===== src/rtl/temporizador_bcd_pkg.sv =====
// Shared types and limits for the M:SS BCD countdown timer.
// Includes the digit saturation helper used when a new start time is loaded.
package temporizador_pkg;

    typedef enum logic [1:0] {
        ST_IDLE   = 2'd0,
        ST_RUN    = 2'd1,
        ST_PAUSED = 2'd2,
        ST_DONE   = 2'd3
    } state_t;

    localparam logic [3:0] MAX_MINS     = 4'd9;
    localparam logic [3:0] MAX_SEC_TENS = 4'd5;
    localparam logic [3:0] MAX_SEC_ONES = 4'd9;

    function automatic logic [3:0] sat_digit(input logic [3:0] digit, input logic [3:0] max_val);
        return (digit > max_val) ? max_val : digit;
    endfunction

endpackage


===== src/rtl/temporizador_bcd_if.sv =====
// Command strobes, load digits and BCD display digits of the countdown timer.
// The timer is the slave; whoever issues commands and consumes the digits is the master.
interface temporizador_bcd_if;
    logic       load;
    logic [3:0] load_mins;
    logic [3:0] load_sec_tens;
    logic [3:0] load_sec_ones;
    logic       start;
    logic       pause;
    logic       clear;
    logic [3:0] mins;
    logic [3:0] sec_tens;
    logic [3:0] sec_ones;
    logic       running;
    logic       done;

    modport master (
        output load, load_mins, load_sec_tens, load_sec_ones, start, pause, clear,
        input  mins, sec_tens, sec_ones, running, done
    );

    modport slave (
        input  load, load_mins, load_sec_tens, load_sec_ones, start, pause, clear,
        output mins, sec_tens, sec_ones, running, done
    );
endinterface


===== src/rtl/temporizador_bcd_divisor_tick.sv =====
// Prescaler counting 0..TICKS_PER_SEC-1 while enabled.
// The tick is high during the terminal count, so the consumer acts on the same edge the count wraps.
module divisor_tick #(
    parameter int TICKS_PER_SEC = 4
) (
    input  logic clk,
    input  logic reset,
    input  logic en_i,
    input  logic clr_i,
    output logic tick_o
);
    localparam int W = (TICKS_PER_SEC > 2) ? $clog2(TICKS_PER_SEC) : 1;
    localparam logic [W-1:0] LAST = W'(TICKS_PER_SEC - 1);

    logic [W-1:0] cnt_q;
    logic [W-1:0] cnt_d;

    // next count: clear dominates, hold while disabled
    always_comb begin
        cnt_d = cnt_q;
        if (clr_i) begin
            cnt_d = '0;
        end else if (en_i) begin
            if (cnt_q == LAST) begin
                cnt_d = '0;
            end else begin
                cnt_d = cnt_q + W'(1);
            end
        end else begin
            cnt_d = cnt_q;
        end
    end

    // count register
    always_ff @(posedge clk) begin
        if (reset) begin
            cnt_q <= '0;
        end else begin
            cnt_q <= cnt_d;
        end
    end

    assign tick_o = en_i && !clr_i && (cnt_q == LAST);

endmodule


===== src/rtl/temporizador_bcd.sv =====
// M:SS BCD countdown timer with load, start, pause, resume and clear.
// Digits, running and the one-cycle done pulse all come straight from registers.
module temporizador_bcd
    import temporizador_pkg::*;
#(
    parameter int TICKS_PER_SEC = 50000000
) (
    input  logic              clk,
    input  logic              reset,
    temporizador_bcd_if.slave bus
);
    state_t     state_q, state_d;
    logic [3:0] mins_q, mins_d;
    logic [3:0] tens_q, tens_d;
    logic [3:0] ones_q, ones_d;
    logic       running_q, running_d;
    logic       done_q, done_d;

    logic       tick_s;
    logic       presc_clr_s;
    logic       presc_en_s;
    logic [3:0] dec_mins_s, dec_tens_s, dec_ones_s;
    logic       dec_zero_s;
    logic       time_zero_s;

    assign presc_en_s  = (state_q == ST_RUN);
    assign time_zero_s = (mins_q == 4'd0) && (tens_q == 4'd0) && (ones_q == 4'd0);

    divisor_tick #(.TICKS_PER_SEC(TICKS_PER_SEC)) u_divisor (
        .clk    (clk),
        .reset  (reset),
        .en_i   (presc_en_s),
        .clr_i  (presc_clr_s),
        .tick_o (tick_s)
    );

    // BCD borrow chain; only used in RUN, where the time is never 0:00
    always_comb begin
        dec_mins_s = mins_q;
        dec_tens_s = tens_q;
        dec_ones_s = ones_q - 4'd1;
        if (ones_q == 4'd0) begin
            dec_ones_s = MAX_SEC_ONES;
            if (tens_q == 4'd0) begin
                dec_tens_s = MAX_SEC_TENS;
                dec_mins_s = mins_q - 4'd1;
            end else begin
                dec_tens_s = tens_q - 4'd1;
            end
        end else begin
            dec_ones_s = ones_q - 4'd1;
        end
        dec_zero_s = (dec_mins_s == 4'd0) && (dec_tens_s == 4'd0) && (dec_ones_s == 4'd0);
    end

    // command priority clear > load > start > pause, then counting in RUN
    always_comb begin
        state_d     = state_q;
        mins_d      = mins_q;
        tens_d      = tens_q;
        ones_d      = ones_q;
        done_d      = 1'b0;
        presc_clr_s = 1'b0;
        if (bus.clear) begin
            state_d     = ST_IDLE;
            mins_d      = 4'd0;
            tens_d      = 4'd0;
            ones_d      = 4'd0;
            presc_clr_s = 1'b1;
        end else if (bus.load && (state_q == ST_IDLE || state_q == ST_DONE)) begin
            state_d     = ST_IDLE;
            mins_d      = sat_digit(bus.load_mins, MAX_MINS);
            tens_d      = sat_digit(bus.load_sec_tens, MAX_SEC_TENS);
            ones_d      = sat_digit(bus.load_sec_ones, MAX_SEC_ONES);
            presc_clr_s = 1'b1;
        end else if (bus.start && !time_zero_s && (state_q == ST_IDLE || state_q == ST_PAUSED)) begin
            state_d     = ST_RUN;
            presc_clr_s = (state_q == ST_IDLE);
        end else if (state_q == ST_RUN) begin
            if (tick_s) begin
                mins_d = dec_mins_s;
                tens_d = dec_tens_s;
                ones_d = dec_ones_s;
                if (dec_zero_s) begin
                    state_d = ST_DONE;
                    done_d  = 1'b1;
                end else if (bus.pause) begin
                    state_d = ST_PAUSED;
                end else begin
                    state_d = ST_RUN;
                end
            end else if (bus.pause) begin
                state_d = ST_PAUSED;
            end else begin
                state_d = ST_RUN;
            end
        end else begin
            state_d = state_q;
        end
        running_d = (state_d == ST_RUN);
    end

    // state, digit and flag registers
    always_ff @(posedge clk) begin
        if (reset) begin
            state_q   <= ST_IDLE;
            mins_q    <= 4'd0;
            tens_q    <= 4'd0;
            ones_q    <= 4'd0;
            running_q <= 1'b0;
            done_q    <= 1'b0;
        end else begin
            state_q   <= state_d;
            mins_q    <= mins_d;
            tens_q    <= tens_d;
            ones_q    <= ones_d;
            running_q <= running_d;
            done_q    <= done_d;
        end
    end

    assign bus.mins     = mins_q;
    assign bus.sec_tens = tens_q;
    assign bus.sec_ones = ones_q;
    assign bus.running  = running_q;
    assign bus.done     = done_q;

endmodule


===== src/flat_wrapper.sv =====
// flat-port wrapper written by rule: the top's interface ports become plain ports
module temporizador_bcd_flat import temporizador_pkg::*;
#(
    parameter int TICKS_PER_SEC = 50000000
)
  (clk, reset, bus_load, bus_load_mins, bus_load_sec_tens, bus_load_sec_ones, bus_start, bus_pause, bus_clear, bus_mins, bus_sec_tens, bus_sec_ones, bus_running, bus_done);
  temporizador_bcd_if bus_i ();
  input  logic clk;
  input  logic reset;
  input wire logic [$bits(bus_i.load)-1:0] bus_load;
  input wire logic [$bits(bus_i.load_mins)-1:0] bus_load_mins;
  input wire logic [$bits(bus_i.load_sec_tens)-1:0] bus_load_sec_tens;
  input wire logic [$bits(bus_i.load_sec_ones)-1:0] bus_load_sec_ones;
  input wire logic [$bits(bus_i.start)-1:0] bus_start;
  input wire logic [$bits(bus_i.pause)-1:0] bus_pause;
  input wire logic [$bits(bus_i.clear)-1:0] bus_clear;
  output wire logic [$bits(bus_i.mins)-1:0] bus_mins;
  output wire logic [$bits(bus_i.sec_tens)-1:0] bus_sec_tens;
  output wire logic [$bits(bus_i.sec_ones)-1:0] bus_sec_ones;
  output wire logic [$bits(bus_i.running)-1:0] bus_running;
  output wire logic [$bits(bus_i.done)-1:0] bus_done;
  assign bus_i.load = bus_load;
  assign bus_i.load_mins = bus_load_mins;
  assign bus_i.load_sec_tens = bus_load_sec_tens;
  assign bus_i.load_sec_ones = bus_load_sec_ones;
  assign bus_i.start = bus_start;
  assign bus_i.pause = bus_pause;
  assign bus_i.clear = bus_clear;
  assign bus_mins = bus_i.mins;
  assign bus_sec_tens = bus_i.sec_tens;
  assign bus_sec_ones = bus_i.sec_ones;
  assign bus_running = bus_i.running;
  assign bus_done = bus_i.done;
  temporizador_bcd #(.TICKS_PER_SEC(TICKS_PER_SEC)) u_core (.clk(clk), .reset(reset), .bus(bus_i));
endmodule

===== config.mk =====
export PLATFORM = sky130hd
export DESIGN_NAME = temporizador_bcd_flat
export DESIGN_NICKNAME = d
export VERILOG_FILES = /design/src/rtl/temporizador_bcd_pkg.sv /design/src/rtl/temporizador_bcd_if.sv /design/src/rtl/temporizador_bcd_divisor_tick.sv /design/src/rtl/temporizador_bcd.sv /design/src/flat_wrapper.sv
export SDC_FILE = /design/constraint.sdc
export NUM_CORES = 1
export LEC_CHECK = 0
export CORE_UTILIZATION = 54
export DETAILED_ROUTE_END_ITERATION = 10
export GPL_TIMING_DRIVEN = 0
export MAX_ROUTING_LAYER = met4
export PLACE_DENSITY = 0.79
export SLEW_MARGIN = 20
export SYNTH_ARGS = -nofsm -noshare
export SYNTH_HDL_FRONTEND = slang
export SYNTH_SLANG_ARGS = --single-unit

===== constraint.sdc =====
create_clock -name clk -period 3.2 [get_ports clk]
set_input_delay 0.96 -clock clk [delete_from_list [all_inputs] [get_ports clk]]
set_output_delay 0.96 -clock clk [all_outputs]
set_load 0.05 [all_outputs]

After elaboration in Yosys (flattened, before gate mapping)
Index checks and enable logic that the tools add are counted.

Word-level logic and storage cells: 80. Bits of input ports: 18. Register bits after elaboration: 42. Output and inout port bits: 14.

Add/subtract/negate cells: 4. Order comparisons: 3. Reduce and logical (&&, ||, !) cells: 26. Eq/ne operators: 6. Multiplexer cells: 32. Bitwise gates (word level): 2.

Operators by type and width (number): $mux W4 (20); $add A26 B1 Y26 const B (1); $eq A26 B26 Y1 const B (1); $mux W26 (1); $logic_not A4 Y1 (6); $mux W2 (7); $sub A4 B1 Y4 const B (3); $logic_and A1 B1 Y1 (9); $gt A4 B4 Y1 const B (2); $reduce_or A6 Y1 (1); $eq A2 B1 Y1 const B (2); $eq A2 B2 Y1 const B (2); $gt A4 B3 Y1 const B (1); $mux W1 (4); $reduce_bool A2 Y1 (2); $reduce_or A2 Y1 (2); $reduce_and A3 Y1 (1); $logic_not A1 Y1 (2); $logic_not A2 Y1 (1); $logic_or A1 B1 Y1 (2); $ne A2 B1 Y1 const B (1); $not A1 Y1 (2).

Depth between registers and ports, before layout
Depth after elaboration: 18. Gate-level depth with buffers: 9. Depth with buffers taken out: 7.

Hierarchy
From an unflattened synthesis, not the netlist that was laid out.

Cells, all modules: 285. Area total of the unflattened synthesis: 2347.3 µm².

Modules (own cells, without submodules): divisor_tick (seq. area each 520.5 µm², area each 1244.9 µm², instances 1, cells each 146); temporizador_bcd (seq. area each 320.3 µm², area each 1102.3 µm², instances 1, cells each 139).

Worst setup path after synthesis
No wires, ideal clock.

Path kind: reg-to-reg. Start point: reg u_core.u_divisor.cnt_q[0]. End point: reg u_core.ones_q[3] (netlist: u_core.bus.sec_ones[3]). Setup time: 128 ps. Cell stages (with the launch flop): 8. Period minus slack after synthesis: 2446 ps. Path buffers: 1. Required time: 3072 ps. Slack: 754 ps. Arrival time: 2318 ps. Cell sequence: dfxtp_1 ha_1 or3b_2 or4_4 buf_6 or3_4 o311ai_2 nand3_1.

Longest elaborated chain between the ends: 4.

Ends and longest elaborated chain: from (decl) (line temporizador_bcd_divisor_tick.sv:15) `logic [W-1:0] cnt_q;`; from (signal assigned) (line temporizador_bcd_divisor_tick.sv:39) `cnt_q <= cnt_d;`; $eq A26 B26 Y1 (line temporizador_bcd_divisor_tick.sv:43) `assign tick_o = en_i && !clr_i && (cnt_q == LAST);`; $logic_and A1 B1 Y1 (line temporizador_bcd_divisor_tick.sv:43); $reduce_bool A2 Y1 (no line); $reduce_and A3 Y1 (no line); to (signal assigned) (line temporizador_bcd.sv:116) `ones_q <= ones_d;`; to (decl) (line temporizador_bcd.sv:15) `logic [3:0] ones_q, ones_d;`.

No other way between the ends. A chain may end at the register's enable or synchronous reset.

Final worst setup path
Start point: in bus_clear. End point: reg u_core.u_divisor.cnt_q[22].

Longest elaborated chain between the ends: 2.

Ends and longest elaborated chain: from (decl) (line flat_wrapper.sv:16) `input wire logic [$bits(bus_i.clear)-1:0] bus_clear;`; $mux W1 (line temporizador_bcd.sv:64) `if (bus.clear) begin`; $reduce_or A2 Y1 (no line).

No other way between the ends.

==> metrics.csv <==
metric,value,unit
first-pass GRT wire length,8.43,mm
H-tree depth,2,
number of routed nets with antenna violations,0,
CP endpoint kind,register,
MaxCap Viol Count,0,
footprint of the multi-input gates,1410,um^2
Synth Area in Compound Gates,12.0,%
Top delay family on crit path,simple AND/OR/NAND/NOR gates,
worst-margin pin slew,0.980,ns
RR Startpoint,u_core.u_divisor.cnt_q[0]$_SDFFE_PP0N_,
Pre-antenna DRT Iters,4,
Synth Area in Adders,3.26,%
WS Path Type,in -> reg,
Syn Std Cell Area,2300,um^2
reg2reg setup slack,0.52,ns
die width,67.3,um
RSZ-0062 raised after global routing,no,
r2r worst-path depth,7,
initial antenna violation count,0,
full die area,4530,um^2
FILL cells,349,
most frequent cells in the layout,"dfxtp_1 (42), nor2_1 (38), clkdlybuf4s50_1 (31)",
design area,2790,um^2
CORE AREA,4060,um^2
Setup Total Neg Slack,0,ns
Initial DRC Count,176,
critical path depth,8,
clock tree buffer depth,2,
post-layout net count,330,
Placed Area,2690,um^2
Simple-Gate Fraction of Synth Area,32.1,%
Post-synth top flop,dfxtp_1,
Post-Synth XOR/XNOR Area,11.4,%
worst path bufs/invs,3,
"Core Util, Final",68.6,%
main combinational cell family by area after synthesis,simple AND/OR/NAND/NOR gates,
synthesized area per cell,8.59,um^2
period utilization,89.0,%
largest net degree at the start of global routing,14,
Hold Path Depth,2,
"Seq/Total Area, Yosys",36.5,%
Die Ht,67.3,um
post-synth net total,292,
"critical path, cell by cell",clkdlybuf4s50_1 -> nor2_2 -> nand2_1 -> a31o_2 -> nand2b_1 -> clkbuf_1 -> clkbuf_1 -> nor2_1,
"most common cell after layout, fill and taps aside",dfxtp_1,
Crit path top cell by count,clkbuf_1,
CP Max Fanout,10,
GRT overflow,0,
Synth Instances,268,
Reg area,841,um^2
ys async rst share,0,%
Worst-path clk slew,0.08,ns
drt via density,5.64,
total power draw,1.04,mW
"EDFF count, synth",0,
final setup violation count,0,
Max Clock Skew,0.00819,ns
Worst Path Arrival,3.08,ns
io pins,32,
maximum VDD drop,336,uV
initial core utilization,56.7,%
vias,2014,
CTS buffer count,5,
final RePlAce weighted congestion,0.845,
CP required,3.43,ns
mux contribution to synthesized area,1.74,%
gr usage total,25.0,%
"Warnings, synthesis",0,
highest clock rate,351,MHz
final slew viol count,0,
postcts setup bufs,0,
outcome,completed,
Crit path largest cell delay,0.49,ns
CTS root buf,clkbuf_8,
row count,23,
CTS Sinks,42,
final wirelength,4.93,mm
"Slowest-stage cell, CP",clkdlybuf4s50_1,
class of the worst hold path,reg -> reg,
vias in the first global route,1874,
minimum clock period after layout,2.85,ns
Synth Register Bits,42,
worst skew pair latency,0.30,ns
leakage,0.889,nW
worst flop-to-flop path endpoint,u_core.bus.sec_tens[0]$_SDFFE_PP0P_,
Post-DP HPWL,3.73,mm
DRC,0,
power density over the cells,373,nW/um^2
CTS tree,yes,
startpoint types,input port,
CP startpoint,bus_clear,
post-synth cell types,54,
Min Hold Slack,0.496,ns
Worst Setup EP,u_core.u_divisor.cnt_q[22]$_SDFFE_PP0N_,
diode count,0,
final hold vios,0,
layout cells sized above 1,9.12,%
Syn-to-layout area delta,21.0,%
port bufs,31,
Slew Limit Headroom,34.1,%
drt wl/cell,13.8,um
==> Yosys cell counts, drive strengths merged, types with 2 or more instances <==
cell type  count  area share [%]
ha             6             3.3
nor2          39             6.4
or3            3             1.0
nand4b         2            0.76
a31oi          2            0.82
o21a           2            0.65
or2            2            0.54
o31ai          3            0.98
and2           3            0.82
and3           6             1.6
or4            2            0.82
nor3          10             2.4
inv            7             1.1
dfxtp         42              37
a211oi         2            0.87
buf            3            0.87
nor2b          4             1.1
clkbuf         6            0.98
o211ai         2            0.65
a21oi          6             1.3
nand4          9             2.4
nor4          11             4.2
xor2          18             6.8
nand2b         6             1.6
nand2         14             2.3
xnor2         12             4.6
o21ai         10             2.2
mux2i          4             1.7
nand3         16             3.5
==> stage by stage <==
step | setup WS [ns] | std cells
2_1_floorplan | 0.754 | 268
3_3_place_gp | -0.126 | 349
3_5_place_dp | -0.134 | 349
4_1_cts | 0.183 | 357
5_1_grt | 0.176 | 357
6_report | 0.353 | 357
==> registers in the layout, indices dropped and copies added (netlist names) <==
signal / count
u_core.bus.done: 1
u_core.bus.running: 1
u_core.bus.mins: 4
u_core.state_q: 2
u_core.u_divisor.cnt_q: 26
u_core.bus.sec_ones: 4
u_core.bus.sec_tens: 4
==> metal layers <==
metal  vias to the layer above  global-route usage [%]  routed length (um)
met5                         -                       -                   0
met4                         0                    8.78                  97
met3                        12                    4.22                 218
met2                        53                    39.4                2140
met1                       917                    32.0                2470
li1                       1032                       -                   -
==> worst min-delay path, stage by stage (launching register included) <==
cell,delay (ns)
dfxtp_1,0.33
nand2b_1,0.07
a21oi_1,0.05
==> cell type report <==
cell class              instances  area share, %
plain buffers                   9           1.53
flip-flops and latches         42           30.2
inverters                       7          0.943
clock buffers                   6           2.96
clock inverters                 2          0.449
repair buffers                 31           11.1
well taps                      50           2.25
multi-input cells             210           50.5
==> power by group <==
part | total [mW] | internal [mW] | switching, mW | leakage [nW]
clock | 0.362 | 0.174 | 0.188 | 0.0472
combinational | 0.139 | 0.0593 | 0.0799 | 0.502
sequential | 0.538 | 0.528 | 0.00923 | 0.339
==> worst min path at each step <==
stage	startpoint	end	slack (ns)
4_1_cts	u_core.u_divisor.cnt_q[1]$_SDFFE_PP0N_	u_core.u_divisor.cnt_q[1]$_SDFFE_PP0N_	0.50
5_1_grt	u_core.bus.sec_tens[3]$_SDFFE_PP0P_	u_core.bus.sec_tens[3]$_SDFFE_PP0P_	0.53
3_3_place_gp	u_core.bus.sec_tens[3]$_SDFFE_PP0P_	u_core.bus.sec_tens[3]$_SDFFE_PP0P_	0.46
6_report	u_core.u_divisor.cnt_q[1]$_SDFFE_PP0N_	u_core.u_divisor.cnt_q[1]$_SDFFE_PP0N_	0.50
3_5_place_dp	u_core.u_divisor.cnt_q[1]$_SDFFE_PP0N_	u_core.u_divisor.cnt_q[1]$_SDFFE_PP0N_	0.48
2_1_floorplan	u_core.u_divisor.cnt_q[1]$_SDFFE_PP0N_	u_core.u_divisor.cnt_q[1]$_SDFFE_PP0N_	0.46
==> logic make-up (layout without fill, tap and decap cells) <==
kind of cell	after synthesis	in the layout
simple gates	132	132
flops	42	42
compound gates	38	38
xor+xnor	30	30
buf+inv	16	55
fa+ha+maj	6	6
mux	4	4
==> repair_timing <==
action,CTS,global route
resized for setup,0,1
setup endpoints to repair,0,6
hold buffers,0,0
Power figures use the tool's default switching activity.
